## config.mk

```make
export PLATFORM = sky130hd
export DESIGN_NAME = alu_unit_flat
export DESIGN_NICKNAME = d
export VERILOG_FILES = /design/src/rtl/alu_pkg.sv /design/src/rtl/alu_if.sv /design/src/rtl/alu_shifter.sv /design/src/rtl/alu_unit.sv /design/src/flat_wrapper.sv
export SDC_FILE = /design/constraint.sdc
export NUM_CORES = 1
export LEC_CHECK = 0
export ABC_AREA = 1
export BUFFER_PORTS_ARGS = -buffer_cell sky130_fd_sc_hd__buf_2
export CAP_MARGIN = 15
export CORE_ASPECT_RATIO = 1.2
export CORE_MARGIN = 2
export CORE_UTILIZATION = 50
export DETAILED_ROUTE_END_ITERATION = 8
export PLACE_DENSITY_LB_ADDON = 0.2
export SYNTH_ARGS = -nofsm -noshare
export SYNTH_HDL_FRONTEND = slang
export SYNTH_SLANG_ARGS = --single-unit
```

## constraint.sdc

```tcl
create_clock -name clk -period 0.8 [get_ports clk]
set_clock_uncertainty 0.1 [all_clocks]
set_input_delay 0.24 -clock clk [delete_from_list [all_inputs] [get_ports clk]]
set_output_delay 0.24 -clock clk [all_outputs]
set_load 0.01 [all_outputs]
```

## src/rtl/alu_pkg.sv

```systemverilog
// Shared constants, ALU opcodes and shifter mode encoding for the
// KGPminiRISC ALU slice.
package alu_pkg;

    localparam int unsigned WIDTH   = 32;
    localparam int unsigned SHAMT_W = 5;
    localparam int unsigned OP_W    = 5;
    localparam int unsigned EXT_W   = WIDTH + 1;

    localparam logic [OP_W-1:0] OP_PASS = 5'b00000;
    localparam logic [OP_W-1:0] OP_ADD  = 5'b00001;
    localparam logic [OP_W-1:0] OP_COMP = 5'b00101;
    localparam logic [OP_W-1:0] OP_SUB  = 5'b10101;
    localparam logic [OP_W-1:0] OP_AND  = 5'b00010;
    localparam logic [OP_W-1:0] OP_XOR  = 5'b00011;
    localparam logic [OP_W-1:0] OP_SHLL = 5'b01000;
    localparam logic [OP_W-1:0] OP_SHRL = 5'b01010;
    localparam logic [OP_W-1:0] OP_SHRA = 5'b01001;

    typedef enum logic [1:0] {
        SH_LEFT      = 2'd0,
        SH_RIGHT_LOG = 2'd1,
        SH_RIGHT_ARI = 2'd2
    } shift_mode_e;

endpackage

```

## src/rtl/alu_if.sv

```systemverilog
// ALU operand/result bundle.
//   a, b, ALUsel, ALUop : operands and control, driven by the master
//   result, carry, zero, sign : registered outputs, driven by the slave (ALU)
interface alu_if;
    import alu_pkg::*;

    logic [WIDTH-1:0] a;
    logic [WIDTH-1:0] b;
    logic             ALUsel;
    logic [OP_W-1:0]  ALUop;
    logic             carry;
    logic             zero;
    logic             sign;
    logic [WIDTH-1:0] result;

    modport master (
        output a, b, ALUsel, ALUop,
        input  carry, zero, sign, result
    );

    modport slave (
        input  a, b, ALUsel, ALUop,
        output carry, zero, sign, result
    );

endinterface

```

## src/rtl/alu_shifter.sv

```systemverilog
// Combinational 5-stage barrel shifter with shift-out bit.
//   a         : value to shift
//   shamt     : shift amount (0..31)
//   mode      : left / right-logical / right-arithmetic
//   value     : shifted result
//   shift_out : last bit shifted out (0 when shamt == 0)
module alu_shifter
    import alu_pkg::*;
(
    input  logic [WIDTH-1:0]   a,
    input  logic [SHAMT_W-1:0] shamt,
    input  shift_mode_e        mode,
    output logic [WIDTH-1:0]   value,
    output logic               shift_out
);

    // One guard bit catches the shift-out: bit 32 for left, bit 0 for right.
    logic [EXT_W-1:0] v;

    always_comb begin
        v = (mode == SH_LEFT) ? {1'b0, a} : {a, 1'b0};
        for (int i = 0; i < int'(SHAMT_W); i++) begin
            if (shamt[i]) begin
                case (mode)
                    SH_LEFT:      v = v << (1 << i);
                    SH_RIGHT_ARI: v = EXT_W'($signed(v) >>> (1 << i));
                    default:      v = v >> (1 << i);
                endcase
            end
        end
    end

    always_comb begin
        if (mode == SH_LEFT) begin
            value     = v[WIDTH-1:0];
            shift_out = v[WIDTH];
        end else begin
            value     = v[WIDTH:1];
            shift_out = v[0];
        end
    end

endmodule

```

## src/rtl/alu_unit.sv

```systemverilog
// 32-bit ALU with registered result and carry/zero/sign flags (1-cycle latency).
//   clk, rst_n : clock, asynchronous active-low reset
//   bus        : alu_if slave -- a, b, ALUsel, ALUop in; result, carry, zero, sign out
module alu_unit
    import alu_pkg::*;
(
    input  logic clk,
    input  logic rst_n,
    alu_if.slave bus
);

    logic [WIDTH-1:0] opb;
    logic [EXT_W-1:0] sum;
    logic [EXT_W-1:0] diff;
    logic [EXT_W-1:0] neg;
    shift_mode_e      sh_mode;
    logic [WIDTH-1:0] sh_value;
    logic             sh_out;
    logic [WIDTH-1:0] result_d;
    logic             carry_d;

    logic [WIDTH-1:0] result_q;
    logic             carry_q;
    logic             zero_q;
    logic             sign_q;

    // Operand B: constant one for increment / shift-by-one forms.
    assign opb = bus.ALUsel ? WIDTH'(1) : bus.b;

    // 33-bit adders so the carry-out falls out as the top bit.
    always_comb begin
        sum  = {1'b0, bus.a} + {1'b0, opb};
        diff = {1'b0, bus.a} + {1'b0, ~opb} + EXT_W'(1);
        neg  = {1'b0, ~opb} + EXT_W'(1);
    end

    // Shifter direction from opcode.
    always_comb begin
        sh_mode = SH_RIGHT_LOG;
        if (bus.ALUop == OP_SHLL) begin
            sh_mode = SH_LEFT;
        end else if (bus.ALUop == OP_SHRA) begin
            sh_mode = SH_RIGHT_ARI;
        end
    end

    alu_shifter u_shifter (
        .a         (bus.a),
        .shamt     (opb[SHAMT_W-1:0]),
        .mode      (sh_mode),
        .value     (sh_value),
        .shift_out (sh_out)
    );

    // Next result/carry select; unknown opcodes behave as PASS.
    always_comb begin
        result_d = bus.a;
        carry_d  = 1'b0;
        case (bus.ALUop)
            OP_ADD:  {carry_d, result_d} = sum;
            OP_SUB:  {carry_d, result_d} = diff;
            OP_COMP: {carry_d, result_d} = neg;
            OP_AND:  result_d = bus.a & opb;
            OP_XOR:  result_d = bus.a ^ opb;
            OP_SHLL, OP_SHRL, OP_SHRA: begin
                result_d = sh_value;
                carry_d  = sh_out;
            end
            default: begin
                result_d = bus.a;
                carry_d  = 1'b0;
            end
        endcase
    end

    // Output register; flags derived from the next result.
    always_ff @(posedge clk or negedge rst_n) begin
        if (!rst_n) begin
            result_q <= '0;
            carry_q  <= 1'b0;
            zero_q   <= 1'b0;
            sign_q   <= 1'b0;
        end else begin
            result_q <= result_d;
            carry_q  <= carry_d;
            zero_q   <= (result_d == '0);
            sign_q   <= result_d[WIDTH-1];
        end
    end

    assign bus.result = result_q;
    assign bus.carry  = carry_q;
    assign bus.zero   = zero_q;
    assign bus.sign   = sign_q;

endmodule

```

## src/flat_wrapper.sv

```systemverilog
// flat-port wrapper written by rule: the top's interface ports become plain ports
module alu_unit_flat import alu_pkg::*;
  (clk, rst_n, bus_a, bus_b, bus_ALUsel, bus_ALUop, bus_carry, bus_zero, bus_sign, bus_result);
  alu_if bus_i ();
  input  logic clk;
  input  logic rst_n;
  input wire logic [$bits(bus_i.a)-1:0] bus_a;
  input wire logic [$bits(bus_i.b)-1:0] bus_b;
  input wire logic [$bits(bus_i.ALUsel)-1:0] bus_ALUsel;
  input wire logic [$bits(bus_i.ALUop)-1:0] bus_ALUop;
  output wire logic [$bits(bus_i.carry)-1:0] bus_carry;
  output wire logic [$bits(bus_i.zero)-1:0] bus_zero;
  output wire logic [$bits(bus_i.sign)-1:0] bus_sign;
  output wire logic [$bits(bus_i.result)-1:0] bus_result;
  assign bus_i.a = bus_a;
  assign bus_i.b = bus_b;
  assign bus_i.ALUsel = bus_ALUsel;
  assign bus_i.ALUop = bus_ALUop;
  assign bus_carry = bus_i.carry;
  assign bus_zero = bus_i.zero;
  assign bus_sign = bus_i.sign;
  assign bus_result = bus_i.result;
  alu_unit u_core (.clk(clk), .rst_n(rst_n), .bus(bus_i));
endmodule
```

==> flow_metrics.env, run 1 <==
export IMPL_status="did not finish"
export IMPL_stop_stage="global routing"
export IMPL_error="[ERROR GRT-0116] Global routing finished with congestion. Check the congestion regions in the DRC Viewer."
export IMPL_ys_flop_type="dfrtp_1"
export IMPL_placedCellCount=2762
export IMPL_yosysMostFrequentCell="nand2_1"
export IMPL_globalplace_congestion=1.17
export IMPL_synth_top_cell_area_share_pct=20.6
export IMPL_ys_seq_area_share_pct=8.15
export IMPL_yosysWarnings=0
export IMPL_cts_buffer_depth=2
export IMPL_synth_top_area_cell="nand2_1"
export IMPL_synth_edf_count=0
export IMPL_portBuffers=106
export IMPL_grt_usage_pct=71.8
export IMPL_syn_num_nets=2138
export IMPL_cts_max_level=2
export IMPL_synthTopCellsByCount="nand2_1, nand3_1, inv_1, nor2_1, a21oi_1"
export IMPL_syn_inst=1998
export IMPL_clock_sinks=34
export IMPL_dp_hpwl_mm=46.0
export IMPL_num_io_pins=107
export IMPL_die_x_um=136
export IMPL_ys_seq_elements=34
export IMPL_synthArstFlopShare_pct=100
export IMPL_numCtsBuffers=5
export IMPL_post_dp_cell_area_um2=15300
export IMPL_grt_pass1_vias=20583
export IMPL_synth_area_um2=10400
export IMPL_row_count=57
export IMPL_grt_ovfl_total=75
export IMPL_grt_pass1_wl_mm=121
export IMPL_synth_top_cells_by_area="nand2_1, nand3_1, inv_1"
export IMPL_die_h_um=162
export IMPL_grt_max_degree=39
export IMPL_initial_core_util_pct=51.2
export IMPL_clock_root_buffer="clkbuf_16"
export IMPL_avgSynthCellArea_um2=5.23
export IMPL_synth_cell_types=58
==> routing by layer <==
metal | track usage (%) | GRT overflow
met4 | 74.0 | 30
met1 | 72.9 | 0
met3 | 51.1 | 0
met5 | 4.17 | 0
met2 | 91.5 | 45
==> metrics by stage <==
stage                     util [%]  worst slack [ns]  setup TNS (ns)
after floorplan                  -             -2.11          -58.19
after CTS                     85.5             -2.07          -70.83
after detailed placement      74.9             -2.90          -83.15
after global placement        74.9             -2.83          -80.63
==> kinds of logic after synthesis <==
| family | synth area share (%) |
|---|---|
| xor gates and xnor gates | 0.671 |
| buffers and inverters | 12.9 |
| adders and majority gates | 8.29 |
| AOI/OAI and AO/OA | 19.4 |
| DFF | 8.15 |
| and+or+nand+nor | 50.6 |
==> timing repair <==
action | 4_1_cts
hold buffers | 1
buffers inserted | 71
cloned | 3
resized for setup | 392
pin swaps | 151
setup endpoints to repair | 69
hold endpoints to repair | 34
==> run 2, diff against run 1 <==
- CORE_ASPECT_RATIO: 1.2 -> default
- CORE_UTILIZATION: 50 -> 35
- PLACE_DENSITY_LB_ADDON: 0.2 -> 0.15
- clock period: 0.8 -> 1.04 ns (I/O delays scaled with it)
==> flow_metrics.env, run 2 <==
export IMPL_synth_edf_count=0
export IMPL_grt_pass1_wl_mm=94.4
export IMPL_synth_top_cell_area_share_pct=20.6
export IMPL_dieArea_um2=31200
export IMPL_final_nets=2814
export IMPL_area_growth_pct=89.6
export IMPL_grt_ovfl_total=0
export IMPL_drc=0
export IMPL_dp_hpwl_mm=52.2
export IMPL_clkPwrFrac_pct=10.2
export IMPL_mostFrequentLayoutCell="buf_4"
export IMPL_cp_top_family="simple AND/OR/NAND/NOR gates"
export IMPL_cts_tree="built"
export IMPL_cts_max_level=2
export IMPL_ant_nets=0
export IMPL_portBuffers=106
export IMPL_crit_slowest_cell="nand4_1"
export IMPL_p_sw_share_pct=48.2
export IMPL_grt_usage_pct=40.0
export IMPL_ys_flop_type="dfrtp_1"
export IMPL_first_pass_iters=6
export IMPL_fin_hold_ws_ns=0.436
export IMPL_ir_worst_vdd_uv=609
export IMPL_finalHoldViolations=0
export IMPL_crit_top_cell="nor2_2"
export IMPL_initial_core_util_pct=35.4
export IMPL_antenna_found_initial=2
export IMPL_worst_ep_required_time_ns=1.16
export IMPL_max_clock_freq_ghz=0.298
export IMPL_worstPathArrival_ns=3.47
export IMPL_path_class="in2reg"
export IMPL_setup_violations=69
export IMPL_core_area_um2=29500
export IMPL_synth_area_um2=10400
export IMPL_report_final_slew_viol_count=0
export IMPL_synthArstFlopShare_pct=100
export IMPL_violations="setup timing"
export IMPL_yosysWarnings=0
export IMPL_synthTopCellsByCount="nand2_1, nand3_1, inv_1, nor2_1, a21oi_1"
export IMPL_slew_headroom_pct=52.1
export IMPL_numCtsBuffers=5
export IMPL_finalCriticalPeriod_ns=3.35
export IMPL_clk_pin_slew_ns=0.06
export IMPL_wl_mm=66.0
export IMPL_die_h_um=177
export IMPL_final_cell_mix="buf_4, nand2_1, nand3_1"
export IMPL_rsz0062_at_grt="yes"
export IMPL_num_io_pins=107
export IMPL_drive_above_1_share_pct=53.1
export IMPL_ys_seq_area_share_pct=8.15
export IMPL_p_seq_share_pct=10.9
export IMPL_clock_sinks=34
export IMPL_avgSynthCellArea_um2=5.23
export IMPL_fin_crit_sh_pct=322
export IMPL_start_kind="primary input"
export IMPL_synth_top_cells_by_area="nand2_1, nand3_1, inv_1"
export IMPL_hp_class="in2async"
export IMPL_post_dp_cell_area_um2=16000
export IMPL_yosysMostFrequentCell="nand2_1"
export IMPL_maxCapViolCount=0
export IMPL_synth_top_area_cell="nand2_1"
export IMPL_die_x_um=177
export IMPL_worstPathCellList="buf_8, buf_12, nor2_8, buf_6, ha_4, nand4_1, nor2_2, nand4_1, nor3_4, buf_6, nand3_4, buf_4, nor2_2, buf_4, nor2_1, a21oi_1, nand2_1, a21oi_4, a21oi_2, nor2_1, nand2_1, nor2_2"
export IMPL_fin_ws_ns=-2.31
export IMPL_largest_reg_flops=32
export IMPL_cpPeakStageDelay_ns=0.28
export IMPL_crit_path_max_fanout=4
export IMPL_row_count=63
export IMPL_ys_seq_elements=34
export IMPL_internal_power_mw=7.38
export IMPL_cp_num_buf_inv=6
export IMPL_cts_buffer_depth=2
export IMPL_power_leakage_nw=9.58
export IMPL_globalplace_congestion=1.07
export IMPL_clock_root_buffer="clkbuf_16"
export IMPL_worstMarginPinSlew_ns=0.700
export IMPL_status="complete, but fails checks"
export IMPL_grt_pass1_vias=16271
export IMPL_first_iter_violations=1762
export IMPL_drt_wirelength_per_cell_um=21.5
export IMPL_grt_max_degree=37
export IMPL_fill_cells=2739
export IMPL_syn_num_nets=2138
export IMPL_p_comb_share_pct=78.9
export IMPL_stdcell_area_um2=19800
export IMPL_crit_path_end_kind="register"
export IMPL_switchingPower_mw=6.86
export IMPL_viasPerCell=5.59
export IMPL_dr_total_vias=17122
export IMPL_powerDensity_nw_per_um2=719
export IMPL_synth_cell_types=58
export IMPL_syn_inst=1998
-- run 2: cell counts after synthesis --
No cell type changed its count.
-- run 2: power groups by stage --
stage	clock network [mW]	logic (mW)	registers, mW
6_report	1.46	11.2	1.55
5_1_grt	1.53	11.9	1.55
4_1_cts	1.47	9.60	1.54
3_5_place_dp	0	8.49	1.56
3_3_place_gp	0	8.45	1.55
2_1_floorplan	0	4.03	1.64
-- run 2: area by class of cell --
cell class	instances	area, um^2	share of cell area [%]
Timing Repair Buffer	763	6060	30.6
Tap cell	390	488	2.46
Multi-Input combinational cell	1631	11300	57.2
Antenna cell	1	2.50	0.0126
Clock buffer	6	139	0.701
Sequential cell	34	852	4.30
Inverter	239	930	4.69
-- run 2: repair_timing --
item                                    in CTS  in global routing
gates resized for setup                    322                452
hold buffers                                 1                  0
hold endpoints to repair                    34                  0
pin swaps                                  123                220
setup buffers                               55                 52
endpoints found under the setup margin      69                 69
-- run 2: cell families (layout without fill, tap and decap cells) --
group | Yosys count | after routing | synth area share, %
DFF | 34 | 34 | 8.15
buffers and inverters | 333 | 1008 | 12.9
AOI/OAI and AO/OA | 357 | 357 | 19.4
xor gates and xnor gates | 8 | 8 | 0.671
adders and majority gates | 68 | 68 | 8.29
other | 0 | 1 | 0
and+or+nand+nor | 1198 | 1198 | 50.6
-- run 2: metal layers --
layer  GRT usage [%]  vias up  part of all wire (%)
li1                -     7999                     -
met1            47.6     7972                    37
met2            66.9      895                    46
met3            6.01      254                   8.6
met4            26.0        2                   8.1
met5               0        -                 0.020
-- run 2: worst paths after layout --
check | depth (start not counted) | end | from | slack [ns]
setup / recovery | 22 | u_core.bus.zero | bus_ALUsel | -2.31
hold / removal | 3 | u_core.bus.result[29] | rst_n | 0.44
max in group asynchronous | 3 | u_core.bus.carry | rst_n | 0.22
min in group clk | 6 | u_core.bus.result[4] | bus_a[4] | 0.55
-- run 2: through the flow --
stage                     TNS [ns]  instances  worst slack [ns]  total power, mW  utilization [%]
final                       -69.77       3064             -2.31             14.2             67.2
after global routing        -74.32       3064             -2.43             15.0             67.2
after CTS                   -67.21       3027             -2.28             12.6             60.2
after detailed placement    -77.87       2966             -2.98             10.0             54.3
after global placement      -76.77       2966             -2.95             10.0             54.3
after floorplan             -52.41       1998             -1.95             5.67                -
-- run 2: tightest hold or removal path: stages --
cell	delay, ns
dlygate4sd3_1	0.52
buf_2	0.13
buf_12	0.21
No activity file was read; power rests on OpenSTA's default activity.
